==> config.mk <==
export PLATFORM = sky130hd
export DESIGN_NAME = dl_router
export DESIGN_NICKNAME = d
export VERILOG_FILES = /design/src/rtl/dl_pkg.sv /design/src/rtl/dl_router.sv
export SDC_FILE = /design/constraint.sdc
export NUM_CORES = 1
export LEC_CHECK = 0
export BUFFER_PORTS_ARGS = -buffer_cell sky130_fd_sc_hd__buf_2
export CAP_MARGIN = 20
export CORE_MARGIN = 2
export CORE_UTILIZATION = 40
export DETAILED_ROUTE_END_ITERATION = 6
export PLACE_DENSITY = 0.68
export SLEW_MARGIN = 5
export SYNTH_ARGS = -nofsm -noshare
export SYNTH_HDL_FRONTEND = slang
export SYNTH_SLANG_ARGS = --single-unit
==> constraint.sdc <==
create_clock -name clk_sys -period 2.7 [get_ports clk_sys]
set_clock_uncertainty 0.05 [all_clocks]
set_input_delay 0.405 -clock clk_sys [delete_from_list [all_inputs] [get_ports clk_sys]]
set_output_delay 0.405 -clock clk_sys [all_outputs]
set_load 0.01 [all_outputs]
==> src/rtl/dl_pkg.sv <==
// Shared definitions for the download router: FSM state encoding and the
// default ioctl_index values used to tag ROM and config sessions.
package dl_pkg;

  typedef enum logic [1:0] {
    ST_IDLE = 2'd0,
    ST_LOAD = 2'd1,
    ST_HOLD = 2'd2
  } dl_state_t;

  localparam int unsigned ROM_INDEX_DEF = 0;
  localparam int unsigned CFG_INDEX_DEF = 1;
  localparam int unsigned IOCTL_AW      = 25;

endpackage

==> src/rtl/dl_router.sv <==
// Download router: steers ioctl ROM bytes into per-region write strobes,
// captures the title/config byte, and holds the game core in reset while a
// ROM session is in progress and for HOLD_CYCLES cycles afterwards.
module dl_router
  import dl_pkg::*;
#(
  parameter int unsigned NUM_REGIONS = 4,
  parameter int unsigned REGION_AW   = 14,
  parameter int unsigned ROM_INDEX   = ROM_INDEX_DEF,
  parameter int unsigned CFG_INDEX   = CFG_INDEX_DEF,
  parameter int unsigned HOLD_CYCLES = 16
) (
  input  logic                   clk_sys,
  input  logic                   reset,
  input  logic                   ioctl_download,
  input  logic                   ioctl_wr,
  input  logic [24:0]            ioctl_addr,
  input  logic [7:0]             ioctl_dout,
  input  logic [7:0]             ioctl_index,
  output logic [NUM_REGIONS-1:0] dn_we,
  output logic [REGION_AW-1:0]   dn_addr,
  output logic [7:0]             dn_data,
  output logic [7:0]             cfg_byte,
  output logic                   core_reset,
  output logic                   dl_done,
  output logic                   dl_error,
  output logic [24:0]            byte_count,
  output logic [7:0]             checksum
);

  localparam int unsigned HCW = (HOLD_CYCLES > 1) ? $clog2(HOLD_CYCLES) : 1;
  localparam logic [HCW-1:0] HOLD_LAST = HCW'(HOLD_CYCLES - 1);

  dl_state_t        state, state_n;
  logic [HCW-1:0]   hold_cnt, hold_n;
  logic             start_sess;
  logic             done_n;
  logic             rom_wr;
  logic             bad_wr;
  logic             idx_rom;
  logic             cfg_wr;
  logic [24:0]      region;
  logic             in_range;
  logic [NUM_REGIONS-1:0] we_dec;

  assign idx_rom  = (ioctl_index == 8'(ROM_INDEX));
  assign cfg_wr   = ioctl_wr && (ioctl_index == 8'(CFG_INDEX)) && (ioctl_addr == '0);
  assign region   = ioctl_addr >> REGION_AW;
  assign in_range = (region < 25'(NUM_REGIONS));

  // One-hot decode of the target region for the write strobe.
  always_comb begin
    we_dec = '0;
    for (int unsigned i = 0; i < NUM_REGIONS; i++) begin
      we_dec[i] = (region == 25'(i));
    end
  end

  // Next-state logic: session start/restart, write classification, hold timer.
  always_comb begin
    state_n    = state;
    hold_n     = hold_cnt;
    start_sess = 1'b0;
    done_n     = 1'b0;
    rom_wr     = 1'b0;
    bad_wr     = 1'b0;
    unique case (state)
      ST_IDLE: begin
        if (ioctl_download && idx_rom) begin
          state_n    = ST_LOAD;
          start_sess = 1'b1;
          hold_n     = '0;
        end
      end
      ST_LOAD: begin
        if (ioctl_wr && idx_rom) begin
          if (in_range) rom_wr = 1'b1;
          else          bad_wr = 1'b1;
        end
        if (!ioctl_download) begin
          state_n = ST_HOLD;
          hold_n  = '0;
        end
      end
      ST_HOLD: begin
        // A new ROM session wins over hold expiry, so no dl_done is emitted.
        if (ioctl_download && idx_rom) begin
          state_n    = ST_LOAD;
          start_sess = 1'b1;
          hold_n     = '0;
        end else if (hold_cnt == HOLD_LAST) begin
          state_n = ST_IDLE;
          done_n  = 1'b1;
          hold_n  = '0;
        end else begin
          hold_n = hold_cnt + 1'b1;
        end
      end
      default: begin
        state_n = ST_IDLE;
        hold_n  = '0;
      end
    endcase
  end

  // State register, hold counter and status outputs.
  always_ff @(posedge clk_sys) begin
    if (reset) begin
      state      <= ST_IDLE;
      hold_cnt   <= '0;
      core_reset <= 1'b0;
      dl_done    <= 1'b0;
    end else begin
      state      <= state_n;
      hold_cnt   <= hold_n;
      core_reset <= (state_n != ST_IDLE);
      dl_done    <= done_n;
    end
  end

  // Registered region write port; address/data hold their last value.
  always_ff @(posedge clk_sys) begin
    if (reset) begin
      dn_we   <= '0;
      dn_addr <= '0;
      dn_data <= '0;
    end else begin
      dn_we <= rom_wr ? we_dec : '0;
      if (rom_wr) begin
        dn_addr <= ioctl_addr[REGION_AW-1:0];
        dn_data <= ioctl_dout;
      end
    end
  end

  // Session statistics: cleared on session start, saturating byte count.
  always_ff @(posedge clk_sys) begin
    if (reset) begin
      byte_count <= '0;
      checksum   <= '0;
      dl_error   <= 1'b0;
    end else if (start_sess) begin
      byte_count <= '0;
      checksum   <= '0;
      dl_error   <= 1'b0;
    end else begin
      if (rom_wr) begin
        if (byte_count != '1) byte_count <= byte_count + 1'b1;
        checksum <= checksum + ioctl_dout;
      end
      if (bad_wr) dl_error <= 1'b1;
    end
  end

  // Title/config byte capture, independent of the ROM session state.
  always_ff @(posedge clk_sys) begin
    if (reset)       cfg_byte <= '0;
    else if (cfg_wr) cfg_byte <= ioctl_dout;
  end

endmodule

After elaboration in Yosys (flattened, before gate mapping) --
Index checks and enable logic that the tools add are counted.
Storage, ports and cells: bits in registers 76, input port bits 45, output and inout bits 70, logic and storage cells 61
Operators by class: add/subtract/negate cells 3, order comparisons 1, eq/ne operators 10, muxes and demuxes 19, bitwise gates (word level) 2, reduce and logical (&&, ||, !) cells 15
Operators with widths (number):
- zero test 25 bit | 2
- adder 25 x 1 -> 25 bit, second input constant | 1
- inequality test 25 bit, second input constant | 1
- == test 11 x 2 -> 1 bit, second input constant | 2
- 2-to-1 mux 4 bit | 4
- case mux 4 bit (3 select lines) | 1
- == test 11 x 1 -> 1 bit, second input constant | 1
- less-than comparator 11 x 3 -> 1 bit, second input constant | 1
- 2-to-1 mux 1 bit | 9
- adder 8 bit | 1
- == test 8 x 1 -> 1 bit, second input constant | 1
- zero test 8 bit | 1
- 2-to-1 mux 2 bit | 4
- case mux 2 bit (3 select lines) | 1
- OR reduction 2 bit | 3
- adder 4 x 1 -> 4 bit, second input constant | 1
- == test 4 bit, second input constant | 1
- logical AND 1 bit | 4
- inequality test 2 bit, second input constant | 2
- AND reduction 2 bit | 2
- OR reduction 3 bit | 1
- == test 2 x 1 -> 1 bit, second input constant | 1
- == test 2 bit, second input constant | 1
- zero test 2 bit | 1
- 2 further kinds | 3

Depth between registers and ports, before layout --
Gate-level depths: netlist of the first run.
depth in word-level cells 6, mapped depth 8

Least setup slack after synthesis of the first run --
Ideal clock, no wire load.
kind input to register, start point input ioctl_index[4], end point register checksum[6], library setup time 0.131 ns, data arrival time 2.186 ns, required time 2.519 ns, path slack 0.333 ns, stages on the path 8, cells stage by stage or4_1 -> buf_2 -> nor4b_1 -> a21oi_1 -> clkbuf_1 -> buf_2 -> nand3_1 -> o31ai_1
On the way: longest elaborated chain between the ends 5
Ends and longest elaborated chain:
- start, declared | line dl_router.sv:19 | input logic [7:0] ioctl_index,
- zero test 8 bit (*) | line dl_router.sv:46 | assign idx_rom = (ioctl_index == 8'(ROM_INDEX));
- logical AND 1 bit | line dl_router.sv:69, dl_router.sv:87
- 2-to-1 mux 1 bit | line dl_router.sv:69, dl_router.sv:87
- 2-to-1 mux 1 bit
- OR reduction 2 bit (no source line)
- end signal, assigned | line dl_router.sv:149 | checksum <= checksum + ioctl_dout;
- end, declared | line dl_router.sv:28 | output logic [7:0] checksum
Mark *: on every way between the ends. The rest lies on a longest branch, timed or not. A chain may end at the register's enable or synchronous reset.

Worst setup path after layout of the first run --
start point register state[1], end point register byte_count[14]
On the way: longest elaborated chain between the ends 4
Ends and longest elaborated chain:
- start, declared | line dl_router.sv:34 | dl_state_t state, state_n;
- start signal, assigned | line dl_router.sv:114 | state <= state_n;
- == test 2 bit / zero test 2 bit (equally long branches) | line dl_router.sv:67 | unique case (state)
- OR reduction 2 bit (no source line)
- 2-to-1 mux 1 bit
- OR reduction 2 bit (no source line)
- end signal, assigned | line dl_router.sv:148 | if (byte_count != '1) byte_count <= byte_count + 1'b1;
- end, declared | line dl_router.sv:27 | output logic [24:0] byte_count,
Parallel ways exist; a longest one is shown, timed or not.

==> results of run 1 <==
==> registers in the layout (all words and copies together) (netlist names) <==
signal and flops:
hold_cnt 4, core_reset 1, cfg_byte 8, dn_data 8
byte_count 25, dl_error 1, dn_addr 14, dn_we 4
dl_done 1, state 2, checksum 8
==> power by group through the flow <==
stage | Clock (mW) | Sequential (mW) | Combinational (mW)
after detailed placement | 0 | 1.15 | 0.0984
after floorplan | 0 | 1.15 | 0.0424
final | 1.01 | 1.12 | 0.0983
after global routing | 1.07 | 1.12 | 0.109
after global placement | 0 | 1.15 | 0.0957
after CTS | 1.03 | 1.12 | 0.0988
==> kinds of logic after synthesis <==
logic type	Yosys count	synth area share, %
AOI/OAI and AO/OA	88	15.3
adders and majority gates	10	3.71
buffers and inverters	32	3.64
muxes	18	5.04
xor gates and xnor gates	4	0.981
and+or+nand+nor	193	28.8
DFF	76	42.6
==> cells in the mapped netlist (3+ instances only) <==
library cell	number
o31ai_1	11
dfxtp_1	76
o21ai_0	5
ha_1	9
a21oi_1	47
or3_1	8
and2_1	3
o41ai_1	3
nor4b_1	3
inv_1	10
and3_1	5
nand4_1	7
nand2b_1	7
buf_2	8
clkbuf_1	14
or4_1	14
o211ai_1	3
nand3_1	23
nor2_1	22
nor4bb_1	3
nor2b_1	5
mux2i_1	18
nand2_1	67
nor3b_1	4
nor4_1	8
nor3_1	4
xor2_1	3
==> layer usage <==
layer	vias to the layer above	routed length (um)
li1	1775	-
met4	0	52
met2	95	4070
met5	-	0
met3	7	572
met1	1625	4460
==> cell usage in the layout, fill, tap and decap left out, drive strengths merged, types with 3 or more instances in the layout <==
cell and n:
xor2 3, or3 8, nand2 67, o21ai 5, buf 129, nor4b 3
a21oi 47, o31ai 11, mux2i 18, nor4 9, nor2b 5, nand4 7
nand3 23, dfxtp 76, o41ai 3, or4 14, and2 4, nor4bb 3
inv 11, nand2b 7, ha 9, clkbuf 11, nor3b 5, and3 5
nor2 22, o211ai 3, nor3 5
==> how the worst max path moves through the flow <==
stage / to / cells past startpoint
after detailed placement: byte_count[14] / 7
after global placement: byte_count[14] / 7
after floorplan: checksum[6] / 8
final: byte_count[14] / 6
after CTS: byte_count[14] / 6
after global routing: byte_count[14] / 6
==> final cells by class <==
| class | count | area (um^2) |
|---|---|---|
| clock buffers | 11 | 151 |
| well taps | 108 | 135 |
| fillers | 846 | 4130 |
| multi-input cells | 313 | 1920 |
| flip-flops and latches | 76 | 1520 |
| clock inverters | 5 | 82.6 |
| inverters | 10 | 37.5 |
| repair buffers | 129 | 696 |
==> metrics.yaml, run 1 <==
avgSynthCellArea_um2: 8.48
ys_seq_area_share_pct: 42.6
antenna_cells: 0
grt_use_met3_pct: 3.62
root_buffer: "clkbuf_8"
dp_cells: 636
antenna_found_initial: 0
rows: 34
synth_area_leaders: "dfxtp_1 43%, nand2_1 7.0%, a21oi_1 6.6%"
ys_ff_latch: 76
p_total_mw: 2.23
cp-start-kind: "flop"
cpPeakStageDelay_ps: 560
slowest_stage: "or4_1"
cp.required_ps: 2930
fin_setup_tns_ps: 0
first_pass_iters: 4
grt_usage_pct: 18.5
whs_path_depth: 2
arrival_ps: 2640
grt_pass1_vias: 3295
worstReg2RegStart: "state[1]"
ir_drop_uv: 261
synthCells: 421
ys.flop_type: "dfxtp_1"
clkTransAtPathRegs_ps: 80
min_to: "dn_we[1]"
slew_violations: 0
via_count: 3502
p_int_mw: 1.74
worstPathMaxFanout: 11
core_area_um2: 8680
initial_core_util_pct: 41.2
setup_ws_ps: 291
place_ws_ps: -12.4
fin_area_um2: 4540
p_switching_uw: 491
grtUsageMet2_pct: 30.1
ff2ff_path_depth: 6
die_w_um: 98.5
holdBufCountCts: 0
grt_pass1_wl_um: 15000
synth_top_cell_by_area: "dfxtp_1"
fin_nets: 594
r2r_end: "byte_count[14]"
drtIter0Drc: 97
setup_violations: 0
grt_overflow: 0
clock_latency_ps: 350
reg2reg_slack_ps: 290
synth.distinct_cells: 50
crit_start: "state[1]"
min_from: "ioctl_addr[15]"
worst_pin_slew_ps: 557
post_route_cells_drive_above_1_share_pct: 27.4
grt_setup_unrepaired: "no"
ant_nets: 0
pwr-share-comb_pct: 4.4
grt.busiest_layer: "met2"
swShare_pct: 22.0
cts.repair.resized: 0
htree_levels: 3
dp_hpwl_um: 6810
relSlewSlack_pct: 62.7
fp.dieH_um: 98.5
io_pins: 115
holdWs_ps: 236
path_cells: "nor4bb_1 -> nor3b_4 -> buf_4 -> nand3_1 -> or4_1 -> a21oi_1"
grt_use_met1_pct: 24.8
yosysTopAreaCellShare_pct: 42.6
synth_fp_nets: 476
finalNonFillerCells: 652
crit_family: "simple AND/OR/NAND/NOR gates"
min_period_over_period_pct: 89.2
globalplace.congestion: 0.834
crit_buf_inv: 1
port_buffers: 114
fin_crit_ps: 2410
drv.max_cap_violation_count: 0
yosysWarningCount: 0
cts_tree: "yes"
place_area_um2: 4310
hold_viol_final: 0
p_clk_share_pct: 45.3
routedWlPerCell_um: 14.0
grt_max_degree: 43
hold_class: "in2reg"
path_class: "reg2reg"
synth_edf_count: 0
drc: 0
cts_made_buffers: 9
synth_area_um2: 3570
cts_setup_buffers: 0
post-route-util_pct: 52.4
leakagePower_nw: 1.94
powerDensity_nw_per_um2: 490
routed_wl_um: 9150
area_growth_pct: 27.2
fmax_mhz: 415
status: "finished, final reports clean"
clock-sinks: 76
async_reset_ff_share_pct: 0
die_area_um2: 9700
crit_path_end_kind: "flop"
vias_per_cell: 5.37
cts_buffer_depth: 2
p_seq_share_pct: 50.3
Note: power is estimated with default switching activity, not from simulation.
==> run 2: changes to the inputs <==
Settings changed: GPL_TIMING_DRIVEN set to 0.
==> metrics.yaml, run 2 (same netlist as run 1, synthesis figures left out) <==
status: "finished, final reports clean"
powerDensity_nw_per_um2: 451
dp_cells: 642
cpMostUsedCell: "buf_2"
path_cells: "buf_2 -> or4_1 -> buf_2 -> nor4b_1 -> a21o_1 -> clkbuf_1 -> nor2_1"
drc: 0
drtIter0Drc: 119
worstReg2RegStart: "state[1]"
largest_register_ffs: 25
min_from: "ioctl_addr[14]"
via_count: 3586
grt_use_met3_pct: 5.11
grt_use_met1_pct: 25.8
slew_violations: 0
dp_hpwl_um: 7360
area_growth_pct: 24.7
min_period_over_period_pct: 92.4
place_area_um2: 4270
antenna_cells: 0
multi_input_area_um2: 1930
die_w_um: 98.5
path_class: "in2reg"
regArea_um2: 1520
drv.max_cap_violation_count: 0
fin_nets: 600
relSlewSlack_pct: 57.7
grt_max_degree: 15
cp-start-kind: "input port"
cts_buffer_depth: 2
io_pins: 115
port_buffers: 113
grt_usage_pct: 20.1
fin_setup_tns_ps: 0
reg_top3: "byte_count: 25 flops, dn_addr: 14 flops"
fin_area_um2: 4460
crit_path_end_kind: "flop"
fillers: 853
hold_viol_final: 0
fin_crit_ps: 2490
worst_pin_slew_ps: 635
grt_overflow: 0
slowest_stage: "nor4b_1"
grtUsageMet2_pct: 33.4
fmax_mhz: 401
grt.busiest_layer: "met2"
layout_common_cells: "121 x buf_2, 76 x dfxtp_1, 67 x nand2_1, 47 x a21oi_1, 23 x nand3_1"
leakagePower_nw: 1.88
vias_per_cell: 5.45
post_route_cells_drive_above_1_share_pct: 25.6
largest-register: "byte_count"
routed_wl_um: 9710
clkTransAtPathRegs_ps: 90
root_buffer: "clkbuf_8"
die_area_um2: 9700
cp.required_ps: 2870
core_area_um2: 8680
setup_violations: 0
cpPeakStageDelay_ps: 530
holdBufCountCts: 0
routedWlPerCell_um: 14.7
rows: 34
arrival_ps: 2670
ant_nets: 0
fp.dieH_um: 98.5
grt_setup_unrepaired: "no"
hold_class: "in2reg"
ir_drop_uv: 206
crit_start: "ioctl_index[4]"
cts_made_buffers: 9
clock_latency_ps: 350
initial_core_util_pct: 41.2
htree_levels: 3
worstPathMaxFanout: 10
antenna_found_initial: 0
grt_pass1_wl_um: 16100
grt_pass1_vias: 3427
first_pass_iters: 4
cts_tree: "yes"
clock-sinks: 76
finalNonFillerCells: 658
layout_commonest_cell: "buf_2"
globalplace.congestion: 0.854
[run 2: cell types whose count changed in the layout (fill, tap and decap cells not counted), moves of 2 or more]
cell,delta
buf_2,+7
buf_4,-14
bufinv_16,-2
clkbuf_1,+14
clkbuf_8,-2
clkinvlp_4,+4
[run 2: area by class of cell]
type	count	area share (%)
buffer	22	2.11
clock buffer	10	2.86
clock inverter	6	1.07
inverter	10	0.842
multi-input combinational	313	43.2
sequential	76	34.1
tap	108	3.03
timing repair buffer	113	12.7
[run 2: power breakdown]
part | leakage (nW) | switching, mW | internal, mW | total, mW
Sequential | 0.612 | 0.000110 | 1.12 | 1.12
Combinational | 1.19 | 0.0585 | 0.0403 | 0.0988
Clock | 0.0755 | 0.452 | 0.340 | 0.792
Total | 1.88 | 0.511 | 1.50 | 2.01
[run 2: path summary, 6_finish.rpt]
path | slack (ps) | endpoint | cells after the start
hold reg to reg | 400 | dn_addr[8] | 2
setup reg to reg | 280 | byte_count[1] | 7
setup / recovery | 210 | checksum[4] | 7
hold / removal | 230 | dn_we[2] | 2
[run 2: metrics by stage]
stage                     hold WS [ps]  power [mW]  worst slack (ps)  util, %
final                              229        2.01               206     51.3
after global routing               226        2.09              7.42     51.3
after CTS                          221        2.03              89.5     51.3
after detailed placement           392        1.24              -172     49.2
after global placement             385        1.24              -178     49.2
after floorplan                    420        1.19               333        -
[run 2: what timing repair did]
item | in CTS | in global routing
resized for setup | 0 | 3
setup endpoints to repair | 0 | 9
setup buffers | 0 | 0
[run 2: critical path: cells and delay by family]
family          cells  cell delay, ps
buf+inv             3             790
simple gates        3            1140
compound gates      1             330
[run 2: metal layers]
layer  share of wire [%]  up-vias
met3                 7.3        8
met1                  45     1669
met2                  46      128
met5                   0        -
met4                 1.0        0
li1                    -     1781
==> run 3: changes to the inputs <==
Settings changed: ABC_AREA set to 1, PLACE_DENSITY 0.68 to 0.67.
==> metrics.yaml, run 3 <==
cp.required_ps: 2950
setup_ws_ps: 853
post-synth-top-count-cell: "nand2_1"
synth_edf_count: 0
async_reset_ff_share_pct: 0
ir_drop_uv: 231
synth_area_leaders: "dfxtp_1 39%, nand2_1 12%, nor2_1 8.0%"
ys_seq_area_share_pct: 39.1
p_seq_share_pct: 55.5
path_cells: "ha_1 -> nand2_2 -> nor2_4 -> nand2_4 -> nor2_8 -> nand2_2 -> nand3_4 -> buf_6 -> nand2_1 -> a21oi_2"
synth_compound_area_share_pct: 12.5
leakagePower_nw: 2.30
via_count: 3941
pwr-share-comb_pct: 5.1
worstPathMaxFanout: 10
place_ws_ps: 625
reg_top3: "byte_count: 25 flops, dn_addr: 14 flops"
cpPeakStageDelay_ps: 400
setup_violations: 0
first_pass_iters: 4
crit_buf_inv: 1
ff2ff_path_depth: 10
synth_top_cell_by_area: "dfxtp_1"
antenna_cells: 0
synth_fp_nets: 605
post-route-util_pct: 50.1
relSlewSlack_pct: 66.5
clkTransAtPathRegs_ps: 90
cts.repair.resized: 0
drv.max_cap_violation_count: 0
drtIter0Drc: 129
crit_start: "byte_count[0]"
area_growth_pct: 23.3
yosys.area_share.simple_pct: 32.1
drc: 0
slew_violations: 0
grt_setup_unrepaired: "no"
worst_pin_slew_ps: 500
p_switching_uw: 514
synth_common_cells: "128 x nand2_1, 83 x nor2_1, 76 x dfxtp_1, 56 x inv_1, 42 x a21oi_1"
place_area_um2: 4630
cts_buffer_depth: 2
grt_max_degree: 15
cpMostUsedCell: "nand2_2"
largest_register_ffs: 25
yosysTopAreaCellShare_pct: 39.1
cts_tree: "yes"
clock_latency_ps: 360
status: "finished, final reports clean"
multi_input_area_um2: 2040
min_from: "ioctl_addr[14]"
swShare_pct: 25.5
ant_nets: 0
ys.flop_type: "dfxtp_1"
ys_ff_latch: 76
min_to: "dn_we[2]"
layout_commonest_cell: "nand2_1"
root_buffer: "clkbuf_8"
p_clk_share_pct: 39.4
largest-register: "byte_count"
holdBufCountCts: 0
initial_core_util_pct: 40.6
arrival_ps: 2090
whs_path_depth: 2
fin_setup_tns_ps: 0
grt_pass1_vias: 3591
crit_family: "simple AND/OR/NAND/NOR gates"
grt_overflow: 0
synthCells: 550
yosysWarningCount: 0
port_buffers: 113
synth_xor_area_share_pct: 4.27
htree_levels: 3
p_total_mw: 2.02
avgSynthCellArea_um2: 7.08
crit_path_end_kind: "flop"
antenna_found_initial: 0
hold_viol_final: 0
r2r_end: "byte_count[9]"
routedWlPerCell_um: 12.6
dp_hpwl_um: 7970
rows: 36
synth-adder-area-share_pct: 3.41
regArea_um2: 1520
globalplace.congestion: 0.863
p_int_mw: 1.50
path_class: "reg2reg"
grt_pass1_wl_um: 16200
io_pins: 115
core_area_um2: 9590
layout_common_cells: "128 x nand2_1, 120 x buf_2, 83 x nor2_1, 76 x dfxtp_1, 56 x inv_1"
worstReg2RegStart: "byte_count[0]"
fillers: 967
reg2reg_slack_ps: 850
fin_nets: 729
synth_area_um2: 3890
synth_top_family_by_area: "simple AND/OR/NAND/NOR gates"
min_period_over_period_pct: 68.4
grt_usage_pct: 19.7
routed_wl_um: 10300
die_w_um: 103
synth.area.mux_share_pct: 0
synth.distinct_cells: 35
fp.dieH_um: 103
cts_made_buffers: 9
die_area_um2: 10500
clock-sinks: 76
vias_per_cell: 4.85
fin_crit_ps: 1850
hold_class: "in2reg"
fmax_mhz: 541
cts_setup_buffers: 0
cp-start-kind: "flop"
slowest_stage: "dfxtp_1"
powerDensity_nw_per_um2: 420
fin_area_um2: 4800
post_route_cells_drive_above_1_share_pct: 25.2
## run 3: changes by cell type after synthesis, sizes merged, moves of 8 or more
cell	change
nand2	+65
o31ai	-11
o21ai	+27
clkbuf	-11
mux2i	-18
nor2	+70
inv	+49
nand3	+11
or3	-8
or4	-14
xor2	+9
## run 3: how the worst max path moves through the flow
stage	end	slack, ps	cells after the start
6_report	byte_count[9]	850	10
3_5_place_dp	checksum[1]	630	9
2_1_floorplan	byte_count[22]	990	11
3_3_place_gp	checksum[2]	690	9
5_1_grt	byte_count[10]	670	10
4_1_cts	byte_count[10]	830	10
## run 3: kinds of logic (layout without fill, tap and decap cells)
logic type	after synthesis	in the layout
AND/OR/NAND/NOR	280	280
AO/OA/AOI/OAI	88	88
buffers and inverters	77	206
flip-flops	76	76
XOR/XNOR	19	19
adder cells (fa/ha/maj)	10	10
## run 3: final cells by class
type                            count  share of cell area, %
Clock inverter                      6                   1.02
Sequential cell                    76                   31.7
Buffer                             17                   2.29
Clock buffer                       10                   2.66
Tap cell                          133                   3.47
Multi-Input combinational cell    397                   42.4
Timing Repair Buffer              113                   11.8
Inverter                           60                   4.69
## run 3: layer usage
layer	share of wire, %	vias to the layer above	track usage (%)
li1	-	2012	-
met1	45	1783	24.2
met2	46	123	32.4
met3	6.3	23	4.34
met4	2.5	0	9.95
met5	0	-	0
## run 3: worst reg2reg max path, stage by stage (launching register included)
cell	delay (ps)
dfxtp_1	400
ha_1	220
nand2_2	90
nor2_4	170
nand2_4	110
nor2_8	150
nand2_2	90
nand3_4	140
buf_6	160
nand2_1	70
a21oi_2	130
## run 3: stage by stage
stage                     hold WS (ps)  instances
after CTS                          183        812
after floorplan                    424        550
final                              204        812
after detailed placement           418        796
after global placement             409        796
after global routing               189        812
## run 3: power by group through the flow
stage          registers, mW  logic, mW  clock network (mW)
3_5_place_dp            1.15      0.101                   0
2_1_floorplan           1.15     0.0493                   0
3_3_place_gp            1.15     0.0999                   0
4_1_cts                 1.12      0.102               0.821
5_1_grt                 1.12      0.114               0.868
6_report                1.12      0.102               0.794
